==> config.mk <==
export PLATFORM = sky130hd
export DESIGN_NAME = rgb_scene_sequencer
export DESIGN_NICKNAME = d
export VERILOG_FILES = /design/src/rtl/rgb_scene_sequencer_pkg.sv /design/src/rtl/rgb_scene_sequencer_fade_channel.sv /design/src/rtl/rgb_scene_sequencer.sv
export SDC_FILE = /design/constraint.sdc
export NUM_CORES = 1
export LEC_CHECK = 0
export ABC_AREA = 1
export CAP_MARGIN = 20
export CORE_ASPECT_RATIO = 0.9
export CORE_MARGIN = 8
export CORE_UTILIZATION = 31
export CTS_CLUSTER_SIZE = 40
export DETAILED_ROUTE_END_ITERATION = 8
export SYNTH_ARGS = -nofsm -noshare
export SYNTH_HDL_FRONTEND = slang
export SYNTH_SLANG_ARGS = --single-unit
==> constraint.sdc <==
create_clock -name clk -period 4.6 [get_ports clk]
set_clock_uncertainty 0.2 [all_clocks]
set_input_delay 0.69 -clock clk [delete_from_list [all_inputs] [get_ports clk]]
set_output_delay 0.69 -clock clk [all_outputs]
set_load 0.01 [all_outputs]
==> src/rtl/rgb_scene_sequencer_pkg.sv <==
// rgb_scene_sequencer shared types
// state encoding and default widths
package rgb_scene_sequencer_pkg;

  localparam int DEF_W       = 8;
  localparam int DEF_SCENES  = 4;
  localparam int DEF_DWELL_W = 16;
  localparam int DEF_DIV_W   = 8;

  localparam int SCENE_IDX_W = $clog2(DEF_SCENES);

  typedef enum logic [1:0] {
    MANUAL = 2'd0,
    FADE   = 2'd1,
    DWELL  = 2'd2
  } state_t;

endpackage

==> src/rtl/rgb_scene_sequencer_fade_channel.sv <==
// rgb_scene_sequencer single colour channel
// level register stepping by one toward a target
module rgb_scene_sequencer_fade_channel
  import rgb_scene_sequencer_pkg::*;
#(
  parameter int W = DEF_W
) (
  input  logic         clk,
  input  logic         reset,
  input  logic         load,
  input  logic [W-1:0] load_val,
  input  logic         step,
  input  logic [W-1:0] target,
  output logic [W-1:0] level,
  output logic         at_target
);

  assign at_target = (level == target);

  // pass-through load wins; otherwise step one unit toward target
  always_ff @(posedge clk or negedge reset) begin
    if (!reset) begin
      level <= '0;
    end else if (load) begin
      level <= load_val;
    end else if (step) begin
      if (level < target) begin
        level <= level + 1'b1;
      end else if (level > target) begin
        level <= level - 1'b1;
      end
    end
  end

endmodule

==> src/rtl/rgb_scene_sequencer.sv <==
// rgb_scene_sequencer top
// preset store, fade/dwell sequencing, manual pass-through
module rgb_scene_sequencer
  import rgb_scene_sequencer_pkg::*;
#(
  parameter int W       = DEF_W,
  parameter int SCENES  = DEF_SCENES,
  parameter int DWELL_W = DEF_DWELL_W,
  parameter int DIV_W   = DEF_DIV_W
) (
  input  logic                      clk,
  input  logic                      reset,
  input  logic [W-1:0]              enc0,
  input  logic [W-1:0]              enc1,
  input  logic [W-1:0]              enc2,
  input  logic                      store,
  input  logic [$clog2(SCENES)-1:0] store_idx,
  input  logic                      run,
  input  logic [DWELL_W-1:0]        dwell,
  input  logic [DIV_W-1:0]          fade_div,
  output logic [W-1:0]              level0,
  output logic [W-1:0]              level1,
  output logic [W-1:0]              level2,
  output logic [$clog2(SCENES)-1:0] scene_idx,
  output logic                      fading
);

  localparam int IW = $clog2(SCENES);

  logic [W-1:0] slot_r [SCENES];
  logic [W-1:0] slot_g [SCENES];
  logic [W-1:0] slot_b [SCENES];

  state_t             state;
  state_t             state_d;
  logic [IW-1:0]      idx;
  logic [IW-1:0]      idx_d;
  logic [DIV_W-1:0]   presc;
  logic [DIV_W-1:0]   presc_d;
  logic [DWELL_W-1:0] dcnt;
  logic [DWELL_W-1:0] dcnt_d;

  logic [2:0]   at;
  logic         all_at;
  logic         tick;
  logic         load;
  logic         step;
  logic [W-1:0] tgt_r;
  logic [W-1:0] tgt_g;
  logic [W-1:0] tgt_b;

  assign tgt_r  = slot_r[idx];
  assign tgt_g  = slot_g[idx];
  assign tgt_b  = slot_b[idx];
  assign all_at = &at;

  // >= keeps the wrap safe if fade_div shrinks mid-count
  assign tick = (state == FADE) && (presc >= fade_div);
  // dropping run snaps levels to the encoders on the same edge
  assign load = !run;
  assign step = tick && run;

  assign scene_idx = idx;
  assign fading    = (state == FADE);

  // preset register file, writable in any state
  always_ff @(posedge clk or negedge reset) begin
    if (!reset) begin
      for (int i = 0; i < SCENES; i++) begin
        slot_r[i] <= '0;
        slot_g[i] <= '0;
        slot_b[i] <= '0;
      end
    end else if (store) begin
      slot_r[store_idx] <= enc0;
      slot_g[store_idx] <= enc1;
      slot_b[store_idx] <= enc2;
    end
  end

  // sequencer state, scene index and counters
  always_ff @(posedge clk or negedge reset) begin
    if (!reset) begin
      state <= MANUAL;
      idx   <= '0;
      presc <= '0;
      dcnt  <= '0;
    end else begin
      state <= state_d;
      idx   <= idx_d;
      presc <= presc_d;
      dcnt  <= dcnt_d;
    end
  end

  // next-state, prescaler and dwell counter decode
  always_comb begin
    state_d = state;
    idx_d   = idx;
    presc_d = '0;
    dcnt_d  = dcnt;
    unique case (state)
      MANUAL: begin
        if (run) begin
          state_d = FADE;
          idx_d   = '0;
        end
      end
      FADE: begin
        if (!run) begin
          state_d = MANUAL;
        end else if (all_at) begin
          state_d = DWELL;
          dcnt_d  = dwell;
        end else if (!tick) begin
          presc_d = presc + 1'b1;
        end
      end
      DWELL: begin
        if (!run) begin
          state_d = MANUAL;
        end else if (dcnt == '0) begin
          state_d = FADE;
          idx_d   = idx + 1'b1;
        end else begin
          dcnt_d = dcnt - 1'b1;
        end
      end
      default: begin
        state_d = MANUAL;
      end
    endcase
  end

  rgb_scene_sequencer_fade_channel #(.W(W)) u_ch0 (
    .clk       (clk),
    .reset     (reset),
    .load      (load),
    .load_val  (enc0),
    .step      (step),
    .target    (tgt_r),
    .level     (level0),
    .at_target (at[0])
  );

  rgb_scene_sequencer_fade_channel #(.W(W)) u_ch1 (
    .clk       (clk),
    .reset     (reset),
    .load      (load),
    .load_val  (enc1),
    .step      (step),
    .target    (tgt_g),
    .level     (level1),
    .at_target (at[1])
  );

  rgb_scene_sequencer_fade_channel #(.W(W)) u_ch2 (
    .clk       (clk),
    .reset     (reset),
    .load      (load),
    .load_val  (enc2),
    .step      (step),
    .target    (tgt_b),
    .level     (level2),
    .at_target (at[2])
  );

endmodule

[Word level (Yosys, flattened, before mapping)]
Cells that the tools add are included.
W data, S select, Z words.
Operators by class
  reduce and logical (&&, ||, !) cells: 14
  muxes and demuxes: 45
  order comparisons: 10
  bitwise operators: 2
  eq/ne operators: 17
  add/sub/neg operators: 9
Operators with widths (count)
  $mux W8: 23
  $bwmux W32: 3
  $mux W16: 4
  $bmux W8 S2: 3
  $add A8 B1 Y8 const B: 4
  $pmux W16 S2: 1
  $eq A8 B8 Y1: 3
  $gt A8 B8 Y1: 3
  $lt A8 B8 Y1: 3
  $sub A8 B1 Y8 const B: 3
  $demux W8 S2: 1
  $logic_not A16 Y1: 1
  $mux W2: 8
  $sub A16 B1 Y16 const B: 1
  $ne A2 B2 Y1 const B: 5
  $ne A3 B1 Y1 const B: 3
  $ge A8 B8 Y1: 1
  $ge A3 B3 Y1 const B: 2
  $not A2 Y3: 2
  $pmux W2 S3: 1
  $reduce_and A2 Y1: 3
  $reduce_and A3 Y1: 2
  $reduce_and A5 Y1: 1
  $ne A2 B1 Y1 const B: 2
  other kinds (11): 14
Storage, ports and cells
  output and inout bits: 27
  word-level logic and storage cells: 116
  bits in registers: 148
  bits of input ports: 54

[Depth between registers and ports, before layout]
Gate-level depths: netlist (run 1).
  depth in word-level cells: 9
  depth in mapped cells: 25
  mapped depth without buffers: 22

[By module]
From an unflattened synthesis (run 1), not the netlist that was laid out.
Unflattened totals
  cells, all modules: 1189
  area total of the unflattened synthesis: 9006.1 µm²
Modules (own cells, without submodules)
  rgb_scene_sequencer: seq. area each 3103.0 µm², times used 1, cells each 784, area each 6172.2 µm²
  rgb_scene_sequencer_fade_channel: seq. area each 200.2 µm², times used 3, cells each 135, area each 944.7 µm²

[Worst setup path before layout (run 1)]
Ideal clock, no wire load.
  path kind: register to register
  from: register idx[0] (netlist: scene_idx[0])
  to: register u_ch2.level[6]
  arrival time: 3224 ps
  setup time: 116 ps
  path buffers: 3
  clock period less this slack: 3541 ps
  data required time: 4284 ps
  slack: 1059 ps
  cell stages (with the launch flop): 24
  cells stage by stage: dfrtp_1 clkbuf_1 inv_1 buf_2 clkbuf_1 nand2_1 a32o_1 ha_1 nand2_1 inv_1 nand2_1 nand2_1 nand2_1 nand2_1 ha_1 inv_1 o21ai_0 nand2_1 nand3_1 or2_2 nand3_1 o21ai_0 nand2_1 nand2_1
Between the ends
  longest elaborated chain between the ends: 8
  elaborated cells on any way between the ends: 11
RTL lines
  start: declaration: RTL line rgb_scene_sequencer.sv:36  | logic [IW-1:0] idx;
  start signal: assignment: RTL line rgb_scene_sequencer.sv:90  | idx <= idx_d;
  $not A2 Y3 (not written as such) (*): RTL line rgb_scene_sequencer.sv:54  | assign tgt_b = slot_b[idx];
  $bmux W8 S2 (*): RTL line rgb_scene_sequencer.sv:54
  $mux W8 (not written as such) (*) (2 in a row): RTL line rgb_scene_sequencer.sv:54
  $lt A8 B8 Y1: RTL line rgb_scene_sequencer_fade_channel.sv:27  | if (level < target) begin
  $mux W8: RTL line rgb_scene_sequencer_fade_channel.sv:27
  $mux W8: RTL line rgb_scene_sequencer_fade_channel.sv:26  | end else if (step) begin
  $mux W8: RTL line rgb_scene_sequencer_fade_channel.sv:24  | end else if (load) begin
  end signal: assignment: RTL line rgb_scene_sequencer_fade_channel.sv:25  | level <= load_val;
  end signal: assignment: RTL line rgb_scene_sequencer_fade_channel.sv:28  | level <= level + 1'b1;
  end signal: assignment: RTL line rgb_scene_sequencer_fade_channel.sv:30  | level <= level - 1'b1;
  end: declaration: RTL line rgb_scene_sequencer_fade_channel.sv:14  | output logic [W-1:0] level,
Every way passes the cells marked *; elsewhere a longest branch is shown, timed or not. The select of a mux whose other input is x is not followed.
A chain may end at the register's enable or synchronous reset.

[Final worst setup path (run 1)]
  from: register idx[1] (netlist: scene_idx[1])
  to: register u_ch1.level[6]
Between the ends
  longest elaborated chain between the ends: 8
  elaborated cells on any way between the ends: 11
RTL lines
  $not A2 Y3 (not written as such) (*): RTL line rgb_scene_sequencer.sv:53  | assign tgt_g = slot_g[idx];
  $bmux W8 S2 (*): RTL line rgb_scene_sequencer.sv:53
  $mux W8 (not written as such) (*) (2 in a row): RTL line rgb_scene_sequencer.sv:53
  $lt A8 B8 Y1: RTL line rgb_scene_sequencer_fade_channel.sv:27
  $mux W8: RTL line rgb_scene_sequencer_fade_channel.sv:27
  $mux W8: RTL line rgb_scene_sequencer_fade_channel.sv:26
  $mux W8: RTL line rgb_scene_sequencer_fade_channel.sv:24
  end signal: assignment: RTL line rgb_scene_sequencer_fade_channel.sv:25
  end signal: assignment: RTL line rgb_scene_sequencer_fade_channel.sv:28
  end signal: assignment: RTL line rgb_scene_sequencer_fade_channel.sv:30
  end: declaration: RTL line rgb_scene_sequencer_fade_channel.sv:14
Marks and branches as above.

==> results of run 1 <==
[cell usage after synthesis]
library cell  count
fa_1              3
xor2_1           12
nand3b_1          1
xnor2_1           3
ha_1             55
inv_2             5
o21ai_2           1
dfrtp_1         148
mux2i_1           1
clkbuf_1         41
buf_1             1
nand3_4           1
nand2_2           4
or2_2             5
o211ai_2          1
o21bai_1          3
o21a_1            2
o22ai_1           4
nand2_1         365
nand4_1           6
nand3_1          48
inv_1            86
a21oi_1          47
buf_6             3
buf_4             1
nand4_2           1
o21ai_4           1
o21ai_1          18
a21boi_0          1
a32o_1           21
a31oi_1           3
nor2_2            8
nor4_1            2
o31ai_2           1
o41ai_1           1
clkinv_1          2
nor2_1           49
o21ai_0         144
nor3_1            8
nor2_4            1
o211ai_1          1
buf_2             4
a21o_1            4
[per-stage QoR]
step           worst slack (ps)  std cells
6_report                    745       1551
5_1_grt                     362       1551
4_1_cts                     756       1551
3_5_place_dp                769       1519
3_3_place_gp                897       1519
2_1_floorplan              1060       1117
[routing by layer]
layer  share of wire (%)  up-vias  global-route usage (%)
li1                    -     3817                       -
met1                  51     3457                    19.5
met2                  44      142                    21.6
met3                 4.3       16                    3.15
met4                0.67        0                    2.74
met5                   0        -                       0
[final cells by class]
| type | instances | share of cell area [%] |
|---|---|---|
| clock buffers | 21 | 4.55 |
| multi-input cells | 826 | 42.3 |
| inverters | 93 | 3.38 |
| flip-flops and latches | 148 | 35.8 |
| repair buffers | 92 | 8.87 |
| clock inverters | 11 | 0.750 |
| well taps | 360 | 4.36 |
[state kept, by name, indices dropped and copies added (netlist names)]
register,count
dcnt,16
slot_g,32
u_ch2.level,8
scene_idx,2
u_ch1.level,8
presc,8
state,2
u_ch0.level,8
slot_b,32
slot_r,32
[worst paths after layout]
kind	from	endpoint	slack [ps]
worst max-delay path	scene_idx[1]	u_ch1.level[6]	740
worst min-delay path	reset	u_ch0.level[2]	40
worst min register to register	slot_b[11]	slot_b[11]	280
worst max register to register	scene_idx[1]	u_ch1.level[6]	740
max in group asynchronous	reset	u_ch2.level[6]	3280
min in group clk	slot_b[11]	slot_b[11]	280
[worst max-delay path, stage by stage, from the launching register on]
cell and delay, ps:
dfrtp_1 460, inv_2 380, buf_12 220, a21oi_1 50
a32o_1 210, ha_1 300, nand2_1 80, nand2_1 50
nand2_1 50, nand2_1 60, nand2_1 100, nand2_1 260
ha_1 440, a21o_1 190, nand2_1 50, nand3_1 90
or2_2 280, nand3_1 60, o21ai_0 80, nand2_1 80
nand2_1 50
[logic make-up after synthesis]
logic type                 Yosys count  share of synthesized area, %
buffers and inverters              143                          6.57
adders and majority gates           58                          8.66
and+or+nand+nor                    499                          23.6
AOI/OAI and AO/OA                  253                          16.7
xor gates and xnor gates            15                          1.52
DFF                                148                          42.9
muxes                                1                         0.116
[power groups by stage]
stage | Clock [mW] | Sequential, mW | Combinational (mW)
2_1_floorplan | 0 | 1.91 | 2.66
3_3_place_gp | 0 | 1.97 | 3.49
3_5_place_dp | 0 | 1.96 | 3.57
4_1_cts | 1.32 | 1.95 | 3.59
5_1_grt | 1.38 | 2.00 | 4.14
6_report | 1.29 | 1.94 | 3.57
==> flow_summary.json, run 1 <==
{
  "status": "finished, final reports clean",
  "diodes": 0,
  "syn_inst": 1117,
  "area_growth_pct": 19.6,
  "setup_viol": 0,
  "vias": 7432,
  "grt_max_degree": 93,
  "worstRegToRegCells": 20,
  "track_usage_pct": 13.9,
  "hold_class": "in -> async",
  "p_leak_nw": 5.01,
  "timing.final.crit_share_pct": 83.8,
  "clock-sinks": 148,
  "multi_input_area_mm2": 0.00437,
  "worstPathArrival_ps": 3970,
  "cts_setup_buffers": 0,
  "grt_pass1_vias": 7378,
  "ant_nets": 0,
  "cts_root_buffer": "clkbuf_16",
  "cts_tree": "built",
  "swShare_pct": 43.5,
  "register_area_mm2": 0.00370,
  "timing.setup.tns_ps": 0,
  "cp-start-kind": "flop",
  "ys_types": 43,
  "syn-num-nets": 1229,
  "internal_power_mw": 3.85,
  "critPathCaptureType": "flop",
  "seqPwrFrac_pct": 28.5,
  "row_count": 58,
  "mostFrequentLayoutCell": "nand2_1",
  "grt_setup_unrepaired": "false",
  "die_area_mm2": 0.0335,
  "whs_ps": 39.8,
  "wl_per_cell_um": 14.5,
  "avgSynthCellArea_um2": 7.74,
  "die_w_um": 192,
  "start_util_pct": 31.3,
  "final_nets": 1290,
  "drt_wl_total_mm": 22.5,
  "drv_cap": 0,
  "syn-cell-area_mm2": 0.00864,
  "cts_max_path_buffers": 2,
  "vias_per_cell": 4.79,
  "design_area_mm2": 0.0103,
  "io_pins": 81,
  "port_buffers": 80,
  "power.total_mw": 6.80,
  "peakVddDrop_uv": 309,
  "synth_top_cell_area_share_pct": 42.9,
  "drt_iter0_drc": 564,
  "cts_buffers": 17,
  "antenna_found_initial": 0,
  "period_needed_ps": 3860,
  "slew_headroom_pct": 45.3,
  "coreArea_mm2": 0.0276,
  "ys.warnings.count": 0,
  "grt_pass1_wl_mm": 38.1,
  "maxSlewViolCount": 0,
  "post_cts_resized": 0,
  "gr-total-overflow": 0,
  "gp_congestion": 0.843,
  "worstMarginPinSlew_ps": 820,
  "route.detailed.drc": 0,
  "finalHoldViolations": 0,
  "drt_first_pass_iters": 5,
  "clk_latency_ps": 420,
  "final_cell_mix": "nand2_1, dfrtp_1, o21ai_0, inv_1, clkdlybuf4s50_1",
  "utilization_pct": 37.4,
  "cp.required_ps": 4710,
  "criticalPathCategory": "reg -> reg",
  "yosysSeqAreaShare_pct": 42.9,
  "clkTransAtPathRegs_ps": 60,
  "synth_seq_cells": 148,
  "num-fill-cells": 2844,
  "postCtsHoldBufs": 0,
  "path_max_fanout": 24,
  "drive_above_1_share_pct": 6.13,
  "dp_hpwl_mm": 15.5,
  "post_dp_cell_area_mm2": 0.00979,
  "yosys.area.top_type": "dfrtp_1",
  "clock_power_share_pct": 18.9,
  "max_freq_ghz": 0.259,
  "synth_area_leaders": "dfrtp_1, nand2_1, o21ai_0",
  "htree_levels": 4,
  "p_comb_share_pct": 52.5,
  "die_h_um": 174,
  "p_switching_mw": 2.96,
  "power_density_mw_per_mm2": 658
}
No activity file was read; power rests on OpenSTA's default activity.
==> run 2: changes to the inputs <==
==> constraint.sdc (replaced) <==
create_clock -name clk -period 3.8 [get_ports clk]
set_clock_uncertainty 0.2 [all_clocks]
set_input_delay 0.57 -clock clk [delete_from_list [all_inputs] [get_ports clk]]
set_output_delay 0.57 -clock clk [all_outputs]
set_load 0.01 [all_outputs]
==> run 2 against run 1 <==
Effect of this change:
- sequential share of layout area decreased by 0.23 points
- clock power increased by 26%
- critical endpoint unchanged
- core utilization increased by 0.24 points
- critical path depth decreased by 3
- final cell count increased by 0.32%
- global-route usage about the same
- sequential cell count unchanged
- combinational power increased by 22%
==> flow_summary.json, run 2 (same netlist as run 1, synthesis figures left out) <==
{
  "slowest_delay_ps": 400,
  "cts_max_path_buffers": 2,
  "peakVddDrop_uv": 362,
  "start_util_pct": 31.3,
  "clock-sinks": 148,
  "gr-total-overflow": 0,
  "status": "finished, final reports clean",
  "final_nets": 1295,
  "grt_pass1_wl_mm": 38.0,
  "drv_cap": 0,
  "wl_per_cell_um": 14.6,
  "slew_headroom_pct": 43.1,
  "worstPathArrival_ps": 3620,
  "cts_tree": "built",
  "grt_setup_unrepaired": "false",
  "timing.final.crit_share_pct": 92.1,
  "drt_first_pass_iters": 8,
  "finalHoldViolations": 0,
  "cts_root_buffer": "clkbuf_16",
  "route.detailed.drc": 0,
  "dp_cells": 1524,
  "slowest_stage": "ha_1",
  "final_cell_mix": "nand2_1, dfrtp_1, o21ai_0, inv_1, clkdlybuf4s50_1",
  "vias": 7505,
  "criticalPathCategory": "reg -> reg",
  "htree_levels": 4,
  "coreArea_mm2": 0.0276,
  "io_pins": 81,
  "clk_latency_ps": 430,
  "hold_class": "in -> async",
  "die_h_um": 174,
  "worstPathCellList": "inv_1 -> buf_12 -> nand2_1 -> a32o_1 -> ha_1 -> a21o_1 -> nor2_1 -> nand2_2 -> ha_1 -> a21o_1 -> nand2_1 -> nand3_1 -> or2_2 -> nand3_1 -> o21ai_0 -> nand2_1 -> nand2_1",
  "dp_hpwl_mm": 15.8,
  "clkTransAtPathRegs_ps": 70,
  "drt_iter0_drc": 557,
  "stdcell_count": 1556,
  "p_leak_nw": 5.04,
  "die_area_mm2": 0.0335,
  "cp-start-kind": "flop",
  "gp_congestion": 0.795,
  "max_freq_ghz": 0.286,
  "antenna_found_initial": 0,
  "cp.required_ps": 3920,
  "power_density_mw_per_mm2": 800,
  "timing.setup.tns_ps": 0,
  "grt_max_degree": 88,
  "reg2reg_slack_ps": 300,
  "place_ws_ps": 155,
  "path_max_fanout": 38,
  "reg.largest.list": "slot_b (32), slot_g (32), slot_r (32)",
  "vias_per_cell": 4.82,
  "worstMarginPinSlew_ps": 853,
  "period_needed_ps": 3500,
  "power.total_mw": 8.33,
  "critPathCaptureType": "flop",
  "cpMostUsedCell": "nand2_1",
  "mostFrequentLayoutCell": "nand2_1",
  "die_w_um": 192,
  "utilization_pct": 37.6,
  "setup_viol": 0,
  "row_count": 58,
  "grt_pass1_vias": 7390,
  "ant_nets": 0,
  "port_buffers": 80,
  "cts_buffers": 17,
  "fin_ws_ps": 299,
  "track_usage_pct": 13.9,
  "maxSlewViolCount": 0,
  "drive_above_1_share_pct": 6.69,
  "diodes": 0,
  "area_growth_pct": 20.4,
  "drt_wl_total_mm": 22.7
}
[run 2: changes by cell type in the layout (fill, tap and decap cells not counted), moves of 2 or more]
cell / before / now
buf_4: 10 / 14
clkinv_4: 3 / 1
inv_6: 1 / 5
nand2_2: 4 / 7
nand2_1: 365 / 362
clkbuf_8: 3 / 0
[run 2: worst paths after layout]
path                         startpoint  cells after the start              to
max reg2reg                scene_idx[0]                     17  u_ch1.level[6]
min                               reset                      1  u_ch0.level[4]
max in group asynchronous         reset                      2       slot_g[8]
min reg2reg                   slot_g[8]                      2       slot_g[8]
min in group clk              slot_g[8]                      2       slot_g[8]
max                        scene_idx[0]                     17  u_ch1.level[6]
[run 2: area by class of cell]
| type | instances | area (µm²) |
|---|---|---|
| fillers | 2803 | 17200 |
| multi-input cells | 826 | 4380 |
| flip-flops and latches | 148 | 3700 |
| repair buffers | 97 | 967 |
| well taps | 360 | 450 |
| clock buffers | 19 | 433 |
| inverters | 93 | 350 |
| clock inverters | 13 | 124 |
[run 2: critical path: cells and delay by family, from the launching register on]
kind,cells,cell delay (ps)
fa+ha+maj,2,710
compound gates,4,670
flops,1,390
simple gates,9,1070
buf+inv,2,330
[run 2: per-stage QoR]
step,hold WS [ps],area (µm²)
floorplan,74.4,8640
global placement,262,9840
detailed placement,268,9840
CTS,55.4,10400
global route,96.0,10400
finish,20.9,10400
[run 2: routing by layer]
| metal | track usage [%] | part of all wire (%) |
|---|---|---|
| met1 | 19.2 | 50 |
| met2 | 21.6 | 44 |
| met3 | 3.29 | 4.5 |
| met4 | 3.15 | 0.98 |
| met5 | 0 | 0 |
[run 2: report_power, final]
part | internal [mW] | total, mW | switching (mW)
clock network | 0.913 | 1.63 | 0.714
logic | 1.84 | 4.35 | 2.51
registers | 1.96 | 2.35 | 0.394
total | 4.71 | 8.33 | 3.62
[run 2: what timing repair did]
item / CTS / global route
hold buffers: 0 / 0
gates resized for setup: 0 / 4
setup endpoints to repair: 0 / 10
setup buffers: 0 / 0
